File: src/rtl/priority_encoder_hs_if.sv
// Request/index handshake bundle between a priority_encoder_hs and its producer/consumer.
// The encoder side (master) drives the registered index stream; the other side drives req/ready.
interface priority_encoder_hs_if #(
  parameter int N = 4,
  parameter int W = 2
);
  logic [N-1:0] req;
  logic         ready_in;
  logic         valid_out;
  logic [W-1:0] idx_out;
  logic         multi_out;
  logic         drop_out;

  modport master (
    input  req,
    input  ready_in,
    output valid_out,
    output idx_out,
    output multi_out,
    output drop_out
  );

  modport slave (
    output req,
    output ready_in,
    input  valid_out,
    input  idx_out,
    input  multi_out,
    input  drop_out
  );
endinterface

File: src/rtl/priority_encoder_hs.sv
// Registered priority encoder: collects request lines into a sticky pending set and
// hands their indices out one per handshake, highest index first.
//
// state | meaning
// IDLE  | nothing presented; loads an entry as soon as pending is non-zero
// BUSY  | entry presented on idx_out/multi_out, waiting for ready_in
module priority_encoder_hs #(
  parameter int N = 4,
  parameter int W = 2
) (
  input  logic                  clk,
  input  logic                  rst,
  priority_encoder_hs_if.master bus
);

  typedef enum logic {IDLE = 1'b0, BUSY = 1'b1} state_t;

  state_t       state_q, state_d;
  logic [N-1:0] pending_q, pending_d;
  logic [W-1:0] idx_q, idx_d;
  logic         multi_q, multi_d;
  logic         drop_q, drop_d;

  logic [N-1:0] req;
  logic         hs;
  logic [N-1:0] clr;
  logic [N-1:0] rem;

  function automatic logic [W-1:0] msb_idx(input logic [N-1:0] v);
    logic [W-1:0] r;
    r = '0;
    for (int k = 0; k < N; k++) begin
      if (v[k]) r = W'(k);
    end
    return r;
  endfunction

  // more than one bit set <=> clearing the lowest set bit leaves something behind
  function automatic logic more_than_one(input logic [N-1:0] v);
    return |(v & (v - N'(1)));
  endfunction

  assign req = bus.req;
  assign hs  = (state_q == BUSY) && bus.ready_in;
  assign clr = hs ? (N'(1) << idx_q) : '0;
  assign rem = pending_q & ~clr;

  always_comb begin
    state_d   = state_q;
    idx_d     = idx_q;
    multi_d   = multi_q;
    pending_d = rem | req;
    drop_d    = |(req & rem);
    unique case (state_q)
      IDLE: begin
        if (|pending_q) begin
          idx_d   = msb_idx(pending_q);
          multi_d = more_than_one(pending_q);
          state_d = BUSY;
        end
      end
      BUSY: begin
        // requests arriving in the handshake cycle wait for the next selection
        if (hs) begin
          if (|rem) begin
            idx_d   = msb_idx(rem);
            multi_d = more_than_one(rem);
          end else begin
            state_d = IDLE;
          end
        end
      end
      default: state_d = IDLE;
    endcase
  end

  always_ff @(posedge clk) begin
    if (rst) begin
      state_q   <= IDLE;
      pending_q <= '0;
      idx_q     <= '0;
      multi_q   <= 1'b0;
      drop_q    <= 1'b0;
    end else begin
      state_q   <= state_d;
      pending_q <= pending_d;
      idx_q     <= idx_d;
      multi_q   <= multi_d;
      drop_q    <= drop_d;
    end
  end

  assign bus.valid_out = (state_q == BUSY);
  assign bus.idx_out   = idx_q;
  assign bus.multi_out = multi_q;
  assign bus.drop_out  = drop_q;

endmodule

File: src/flat_wrapper.sv
// flat-port wrapper written by rule: the top's interface ports become plain ports
module priority_encoder_hs_flat 
#(
  parameter int N = 4,
  parameter int W = 2
)
  (clk, rst, bus_req, bus_ready_in, bus_valid_out, bus_idx_out, bus_multi_out, bus_drop_out);
  priority_encoder_hs_if #(.N(N), .W(W)) bus_i ();
  input  logic clk;
  input  logic rst;
  input wire logic [$bits(bus_i.req)-1:0] bus_req;
  input wire logic [$bits(bus_i.ready_in)-1:0] bus_ready_in;
  output wire logic [$bits(bus_i.valid_out)-1:0] bus_valid_out;
  output wire logic [$bits(bus_i.idx_out)-1:0] bus_idx_out;
  output wire logic [$bits(bus_i.multi_out)-1:0] bus_multi_out;
  output wire logic [$bits(bus_i.drop_out)-1:0] bus_drop_out;
  assign bus_i.req = bus_req;
  assign bus_i.ready_in = bus_ready_in;
  assign bus_valid_out = bus_i.valid_out;
  assign bus_idx_out = bus_i.idx_out;
  assign bus_multi_out = bus_i.multi_out;
  assign bus_drop_out = bus_i.drop_out;
  priority_encoder_hs #(.N(N), .W(W)) u_core (.clk(clk), .rst(rst), .bus(bus_i));
endmodule
File: config.mk
export PLATFORM = sky130hd
export DESIGN_NAME = priority_encoder_hs_flat
export DESIGN_NICKNAME = d
export VERILOG_FILES = /design/src/rtl/priority_encoder_hs_if.sv /design/src/rtl/priority_encoder_hs.sv /design/src/flat_wrapper.sv
export SDC_FILE = /design/constraint.sdc
export NUM_CORES = 1
export LEC_CHECK = 0
export ABC_AREA = 1
export CAP_MARGIN = 40
export CORE_AREA = 2 2 39 41
export CTS_CLUSTER_DIAMETER = 80
export DETAILED_ROUTE_END_ITERATION = 10
export DIE_AREA = 0 0 41 43
export PLACE_DENSITY = 0.59
export RECOVER_POWER = 100
export SKIP_CTS_REPAIR_TIMING = 1
export SYNTH_ARGS = -nofsm -noshare
export SYNTH_HDL_FRONTEND = slang
export SYNTH_SLANG_ARGS = --single-unit
File: constraint.sdc
create_clock -name clk -period 1.7 [get_ports clk]
set_input_delay 0.255 -clock clk [delete_from_list [all_inputs] [get_ports clk]]
set_output_delay 0.255 -clock clk [all_outputs]
set_load 0.01 [all_outputs]
After elaboration in Yosys (flattened, before gate mapping):

Index checks and enable logic that the tools add are counted.

* bits of input ports: 7
* register bits: 9
* logic and storage cells: 44
* output and inout bits: 5

* shifts and indexed selects: 1
* mux-type cells: 19
* reductions and logical operators: 7
* bitwise gates (word level): 7
* add/subtract/negate cells: 2
* eq/ne operators: 3

Operators with widths (number)
* $reduce_or 4->1: 5
* $and 4x4->4: 4
* $mux 2: 7
* $mux 1: 8
* $sub 4x1->4 const B: 2
* $mux 4: 1
* $ne 2x2->1 const B: 2
* $not 4->4: 1
* $or 4x4->4: 1
* $pmux 1 s2: 2
* $pmux 2 s2: 1
* $shl 1x2->4 const A: 1
* $reduce_and 3->1: 1
* $ne 2x1->1 const B: 1
* $logic_and 1x1->1: 1
* $not 1->1: 1

Logic depth before layout (Yosys ltp):

Gate-level depths: netlist of the first run.

* word-level depth: 10
* gate-level depth with buffers: 11
* depth with buffers taken out: 11

Least setup slack after synthesis of the first run:

No wires, ideal clock.

* kind: flip-flop to flip-flop
* from: reg u_core.state_q (netlist: u_core.bus.valid_out)
* to: reg u_core.idx_q[0] (netlist: u_core.bus.idx_out[0])
* path buffers: 0
* path slack: 0.442 ns
* cell stages (with the launch flop): 12
* period minus slack after synthesis: 1.258 ns
* data required time: 1.571 ns
* data arrival time: 1.129 ns
* setup time: 0.129 ns
* cell sequence: dfxtp_1 > nand2_2 > inv_2 > nand2_1 > nand2_2 > nand2_2 > inv_2 > nand2_2 > nand2_2 > nand2_1 > nand2_1 > a21oi_2

* longest elaborated chain between the ends: 10
* elaborated cells on any way between the ends: 16
* classes of those cells: 3 x eq/ne; 7 x mux; 3 x bitwise; 3 x reduce/logical

Ends and longest elaborated chain
* from (decl): RTL line priority_encoder_hs.sv:18 `state_t state_q, state_d;`
* from (signal assigned): RTL line priority_encoder_hs.sv:85 `state_q <= state_d;`
* $logic_and 1x1->1: RTL line priority_encoder_hs.sv:44 `assign hs = (state_q == BUSY) && bus.ready_in;`
* $mux 4: RTL line priority_encoder_hs.sv:45 `assign clr = hs ? (N'(1) << idx_q) : '0;`
* $not 4->4: RTL line priority_encoder_hs.sv:46 `assign rem = pending_q & ~clr;`
* $and 4x4->4: RTL line priority_encoder_hs.sv:46
* $mux 1: RTL line priority_encoder_hs.sv:33 `if (v[k]) r = W'(k);`
* $mux 2 (2 in series): RTL line priority_encoder_hs.sv:33
* $mux 2: RTL line priority_encoder_hs.sv:65 `if (|rem) begin`
* $mux 2: RTL line priority_encoder_hs.sv:64 `if (hs) begin`
* $pmux 2 s2: RTL line priority_encoder_hs.sv:54 `unique case (state_q)`
* to (signal assigned): RTL line priority_encoder_hs.sv:87 `idx_q <= idx_d;`
* to (decl): RTL line priority_encoder_hs.sv:20 `logic [W-1:0] idx_q, idx_d;`

Parallel ways exist; a longest one is shown, timed or not. The select of a mux whose other input is x is not followed.
A chain may end at the register's enable or synchronous reset.

Final worst setup path of the first run:

* from: reg u_core.idx_q[1] (netlist: u_core.bus.idx_out[1])
* to: out bus_idx_out[1]

RTL lines
* to (decl): RTL line flat_wrapper.sv:14 `output wire logic [$bits(bus_i.idx_out)-1:0] bus_idx_out;`

No word-level cell between the ends.

==> results of run 1 <==
==> per-stage QoR <==
step | total power [mW] | hold slack [ns] | cell area [um2] | setup WS, ns
3_3_place_gp | 0.3974 | 0.4743 | 596.8 | 0.04133
3_5_place_dp | 0.3986 | 0.4747 | 596.8 | 0.03721
6_report | 0.5531 | 0.4810 | 618.1 | 0.1558
2_1_floorplan | 0.3358 | 0.4095 | 447.9 | 0.4419
5_1_grt | 0.5881 | 0.5216 | 618.1 | 0.09097
4_1_cts | 0.5687 | 0.4842 | 623.1 | 0.2014
==> cells in the mapped netlist <==
library cell and number:
nand2_1 11, inv_2 2, dfxtp_1 9, nor2_1 9, nand2_2 6, a31o_2 1, nand3_1 4, nor2_2 1
o21ai_0 4, inv_1 7, a21oi_1 7, o22ai_1 2, nand4_1 1, a21oi_2 1, buf_1 1
==> path summary, 6_finish.rpt <==
path / startpoint / end / slack [ns] / cells after the start
worst max register to register: u_core.bus.valid_out / u_core.bus.idx_out[0] / 0.31 / 11
worst max-delay path: u_core.bus.idx_out[1] / bus_idx_out[1] / 0.16 / 1
worst min-delay path: u_core.bus.multi_out / u_core.bus.multi_out / 0.48 / 2
worst min register to register: u_core.bus.multi_out / u_core.bus.multi_out / 0.48 / 2
==> kinds of logic (layout without fill, tap and decap cells) <==
| logic type | after synthesis | in the layout |
|---|---|---|
| AOI/OAI and AO/OA | 15 | 15 |
| buffers and inverters | 10 | 27 |
| and+or+nand+nor | 32 | 32 |
| DFF | 9 | 9 |
==> sequential cells by signal, indices dropped and copies added, names as in the netlist <==
signal / flops
u_core.pending_q: 4
u_core.bus.idx_out: 2
u_core.bus.drop_out: 1
u_core.bus.multi_out: 1
u_core.bus.valid_out: 1
==> cell type report <==
cell class / count / area (um2)
fillers: 150 / 765.7
multi-input cells: 47 / 225.2
flip-flops and latches: 9 / 180.2
repair buffers: 14 / 132.6
inverters: 9 / 33.78
clock buffers: 4 / 26.28
well taps: 16 / 20.02
==> power by group through the flow <==
stage / registers (mW) / clock network [mW] / logic, mW
finish: 0.246 / 0.169 / 0.138
global route: 0.251 / 0.183 / 0.154
CTS: 0.248 / 0.174 / 0.146
detailed placement: 0.253 / 0 / 0.146
global placement: 0.252 / 0 / 0.145
floorplan: 0.257 / 0 / 0.0792
==> worst register-to-register path, stage by stage (launching register included) <==
cell and delay (ns):
dfxtp_1 0.37, nand2_2 0.11, inv_1 0.11, nand2_1 0.08
nand2_1 0.11, nand2_1 0.08, clkinv_1 0.06, nand2_2 0.05
nand2_2 0.09, nand2_1 0.08, nand2_1 0.09, a21oi_2 0.05
==> routing by layer <==
metal	global-route usage	vias up
met5	0	-
met4	0.08000	0
met3	0.04712	0
met2	0.1750	10
met1	0.1763	194
li1	-	247
==> impl_metrics.ini, run 1 <==
[clocking]
clockBufferDepth = 2
tritoncts = built
cts_buffers = 3
clk_latency_ns = 0.26
root_buffer = clkbuf_4
cts.htree.levels = 1
clock-sinks = 9
path_clk_slew_ns = 0.06

[route]
num_vias = 451
drt_wl_total_um = 936
drc = 0
route.met2.wl_um = 446
drt_iter0_markers = 10
met3_length_um = 34
wl_per_cell_um = 9.455
ant_nets = 0
vias_per_cell = 4.556
top_layer = met3
drt_pass1_iterations = 4
m1WireLength_um = 455

[power_and_ir_drop]
p_leak_nw = 0.2800
internal_power_mw = 0.3891
power_switching_share = 0.2965
power_frac_comb = 0.250
p_per_area_mw_per_mm2 = 894.9
p_seq_frac = 0.445
max-vdd-ir-drop_v = 0.0003736
p_switching_mw = 0.1640
clkPwrFrac = 0.305

[yosys]
synth_top_family_by_area = simple AND/OR/NAND/NOR gates
ys_seq_area_frac = 0.4022
ys_types = 15
syn_inst = 66
synth_compound_area_frac = 0.1899
yosysTopAreaCellShare = 0.4022
netlist_area_um2 = 447.9
synth_fp_nets = 73
synth_fa_ha_area_frac = 0
synth_warnings = 0
synth-xor-area-share = 0
ys_ff_latch = 9
synth_area_leaders = dfxtp_1 40%, nand2_1 9.2%, nand2_2 8.4%
synth_top_area_cell = dfxtp_1
synthMuxAreaShare = 0
yosys.area_share.simple = 0.3240
avgSynthCellArea_um2 = 6.787

[floorplanning]
fp-row-count = 14
initial_core_util = 0.3237
die_h_um = 43
ioPinCount = 12
die_area_mm2 = 0.001763
fp.dieW_um = 41
core_mm2 = 0.001384

[global_route]
grt_pass1_vias = 404
grt_max_degree = 10
grt_usage = 0.1324
antenna_found_initial = 0
grt_pass1_wl_mm = 1.587
grt_overflow = 0

[worst_setup_path]
worstSetupStartpointType = flip-flop
required_ns = 1.44
cp_max_fo = 6
path_delay_family = buffers and inverters
cp_slowest_cell = dlygate4sd3_1
cpPeakStageDelay_ns = 0.63
worstSetupEndpointType = primary output
critPathBufInv = 1
cp_data_arrival_time_ns = 1.29
path_class = reg -> out
cp_cell_sequence = dlygate4sd3_1

[layout]
nets = 91
fin_cells = 99
diodes = 0
drive_gt1_frac = 0.1566
final_core_utilization = 0.4467
synthToLayoutAreaGrowth_pct = 37.99
final_common_cell = nand2_1
final_cell_mix = 13 x nand2_1, 9 x nor2_1, 9 x dfxtp_1

[sta]
timing_hold_violations_final = 0
grt_setup_unrepaired = false
slew_violations = 0
fin_crit_sh = 0.9084
setup_tns_ns = 0
timing.fmax_mhz = 647.6
max_slew_margin = 0.7541
clock_skew_ns = 0.001045
finalCriticalPeriod_ns = 1.544
tightest_slew_ns = 0.3677
setup_violations = 0

[placement]
numPortBuffers = 11
dp.cells = 95
dp.final_hpwl_um = 724.3
place_congestion = 0.7532

[run_status]
status = completed

[job]
cap_violations = 0

[worst_hold_path]
hold_class = reg -> reg
Note: power is estimated with default switching activity, not from simulation.
==> inputs of run 2 (changes only) <==
Settings changed: CTS_BUF_LIST set to sky130_fd_sc_hd__clkbuf_4.
==> impl_metrics.ini, run 2 (synthesis results as in run 1) <==
[route]
top_layer = met3
met3_length_um = 34
drt_pass1_iterations = 3
wl_per_cell_um = 9.434
drt_wl_total_um = 934
ant_nets = 0
drc = 0
num_vias = 452
drt_iter0_markers = 6
m1WireLength_um = 458
route.met2.wl_um = 441
vias_per_cell = 4.566

[power_and_ir_drop]
clkPwrFrac = 0.323
p_per_area_mw_per_mm2 = 912.9
p_leak_nw = 0.2835
p_switching_mw = 0.1627
internal_power_mw = 0.4050
power_frac_comb = 0.242
max-vdd-ir-drop_v = 0.0003736
p_seq_frac = 0.434
power_switching_share = 0.2866

[worst_setup_path]
r2r-end = u_core.bus.idx_out[0]
cpPeakStageDelay_ns = 0.63
r2r_cells = 11
r2r_setup_slack_ns = 0.31
cp_data_arrival_time_ns = 1.29
worstSetupStartpointType = flip-flop
cp_slowest_cell = dlygate4sd3_1
path_delay_family = buffers and inverters
worstSetupEndpointType = primary output
critPathBufInv = 1
cp_max_fo = 6
path_class = reg -> out
required_ns = 1.44
r2r_start = u_core.bus.valid_out
cp_cell_sequence = dlygate4sd3_1

[clocking]
clk_latency_ns = 0.26
cts_buffers = 3
path_clk_slew_ns = 0.06
clock-sinks = 9
tritoncts = built
cts.htree.levels = 1
root_buffer = clkbuf_4
clockBufferDepth = 2

[sta]
timing_hold_violations_final = 0
fin_crit_sh = 0.9068
grt_setup_unrepaired = false
timing.fmax_mhz = 648.7
tightest_slew_ns = 0.3690
slew_violations = 0
clock_skew_ns = 0.0003938
finalCriticalPeriod_ns = 1.541
max_slew_margin = 0.7532
setup_violations = 0
setup_tns_ns = 0
fin_ws_ns = 0.1585

[floorplanning]
fp.dieW_um = 41
die_h_um = 43
die_area_mm2 = 0.001763
ioPinCount = 12
fp-row-count = 14
core_mm2 = 0.001384
initial_core_util = 0.3237

[global_route]
grt_max_degree = 10
grt_overflow = 0
grt_pass1_vias = 409
antenna_found_initial = 0
grt_pass1_wl_mm = 1.593
grt_usage = 0.1324

[worst_hold_path]
hold_depth = 2
min_from = u_core.bus.multi_out
min_to = u_core.bus.multi_out
hold_class = reg -> reg

[placement]
dp.cells = 95
pre_cts_ws_ns = 0.03721
dpl_cell_area_um2 = 596.8
numPortBuffers = 11
place_congestion = 0.7532
dp.final_hpwl_um = 724.3

[run_status]
status = completed

[layout]
n_fill_cell = 148
final_area_um2 = 621.8
diodes = 0
synthToLayoutAreaGrowth_pct = 38.83
largest_register_ffs = 4
final_cell_mix = 13 x nand2_1, 9 x nor2_1, 9 x dfxtp_1
nets = 91
drive_gt1_frac = 0.1687
fin_cells = 99
regMostFlops = u_core.pending_q
final_common_cell = nand2_1

[job]
cap_violations = 0
-- run 2: cell counts in the layout (fill, tap and decap cells not counted) --
No cell type changed its count.
-- run 2: cell type report --
type / instances / area (um2) / area share
clock buffers: 4 / 30.03 / 0.04829
multi-input cells: 47 / 225.2 / 0.3622
flip-flops and latches: 9 / 180.2 / 0.2897
well taps: 16 / 20.02 / 0.03219
inverters: 9 / 33.78 / 0.05433
repair buffers: 14 / 132.6 / 0.2133
-- run 2: stage by stage --
stage,util,power [mW],hold WS (ns)
floorplan,-,0.3358,0.4095
detailed placement,0.4313,0.3986,0.4747
CTS,0.4530,0.5845,0.4842
global route,0.4494,0.6051,0.5217
global placement,0.4313,0.3974,0.4743
finish,0.4494,0.5677,0.4803
-- run 2: metal layers --
layer,global-route usage,vias to the layer above
met5,0,-
met4,0.08000,0
met1,0.1731,195
li1,-,247
met2,0.1781,10
met3,0.04712,0
-- run 2: how the worst max path moves through the flow --
stage	startpoint	endpoint	slack, ns	depth (start not counted)
global route	bus_ready_in	u_core.bus.idx_out[1]	0.09	12
floorplan	u_core.bus.valid_out	u_core.bus.idx_out[0]	0.44	11
CTS	u_core.bus.idx_out[1]	bus_idx_out[1]	0.21	1
global placement	bus_ready_in	u_core.bus.multi_out	0.04	8
finish	u_core.bus.idx_out[1]	bus_idx_out[1]	0.16	1
detailed placement	bus_ready_in	u_core.bus.idx_out[0]	0.04	12
-- run 2: power groups by stage --
stage | clock (mW) | combinational, mW | sequential, mW
finish | 0.183 | 0.138 | 0.247
global route | 0.200 | 0.155 | 0.250
CTS | 0.190 | 0.146 | 0.248
detailed placement | 0 | 0.146 | 0.253
global placement | 0 | 0.145 | 0.252
floorplan | 0 | 0.0792 | 0.257
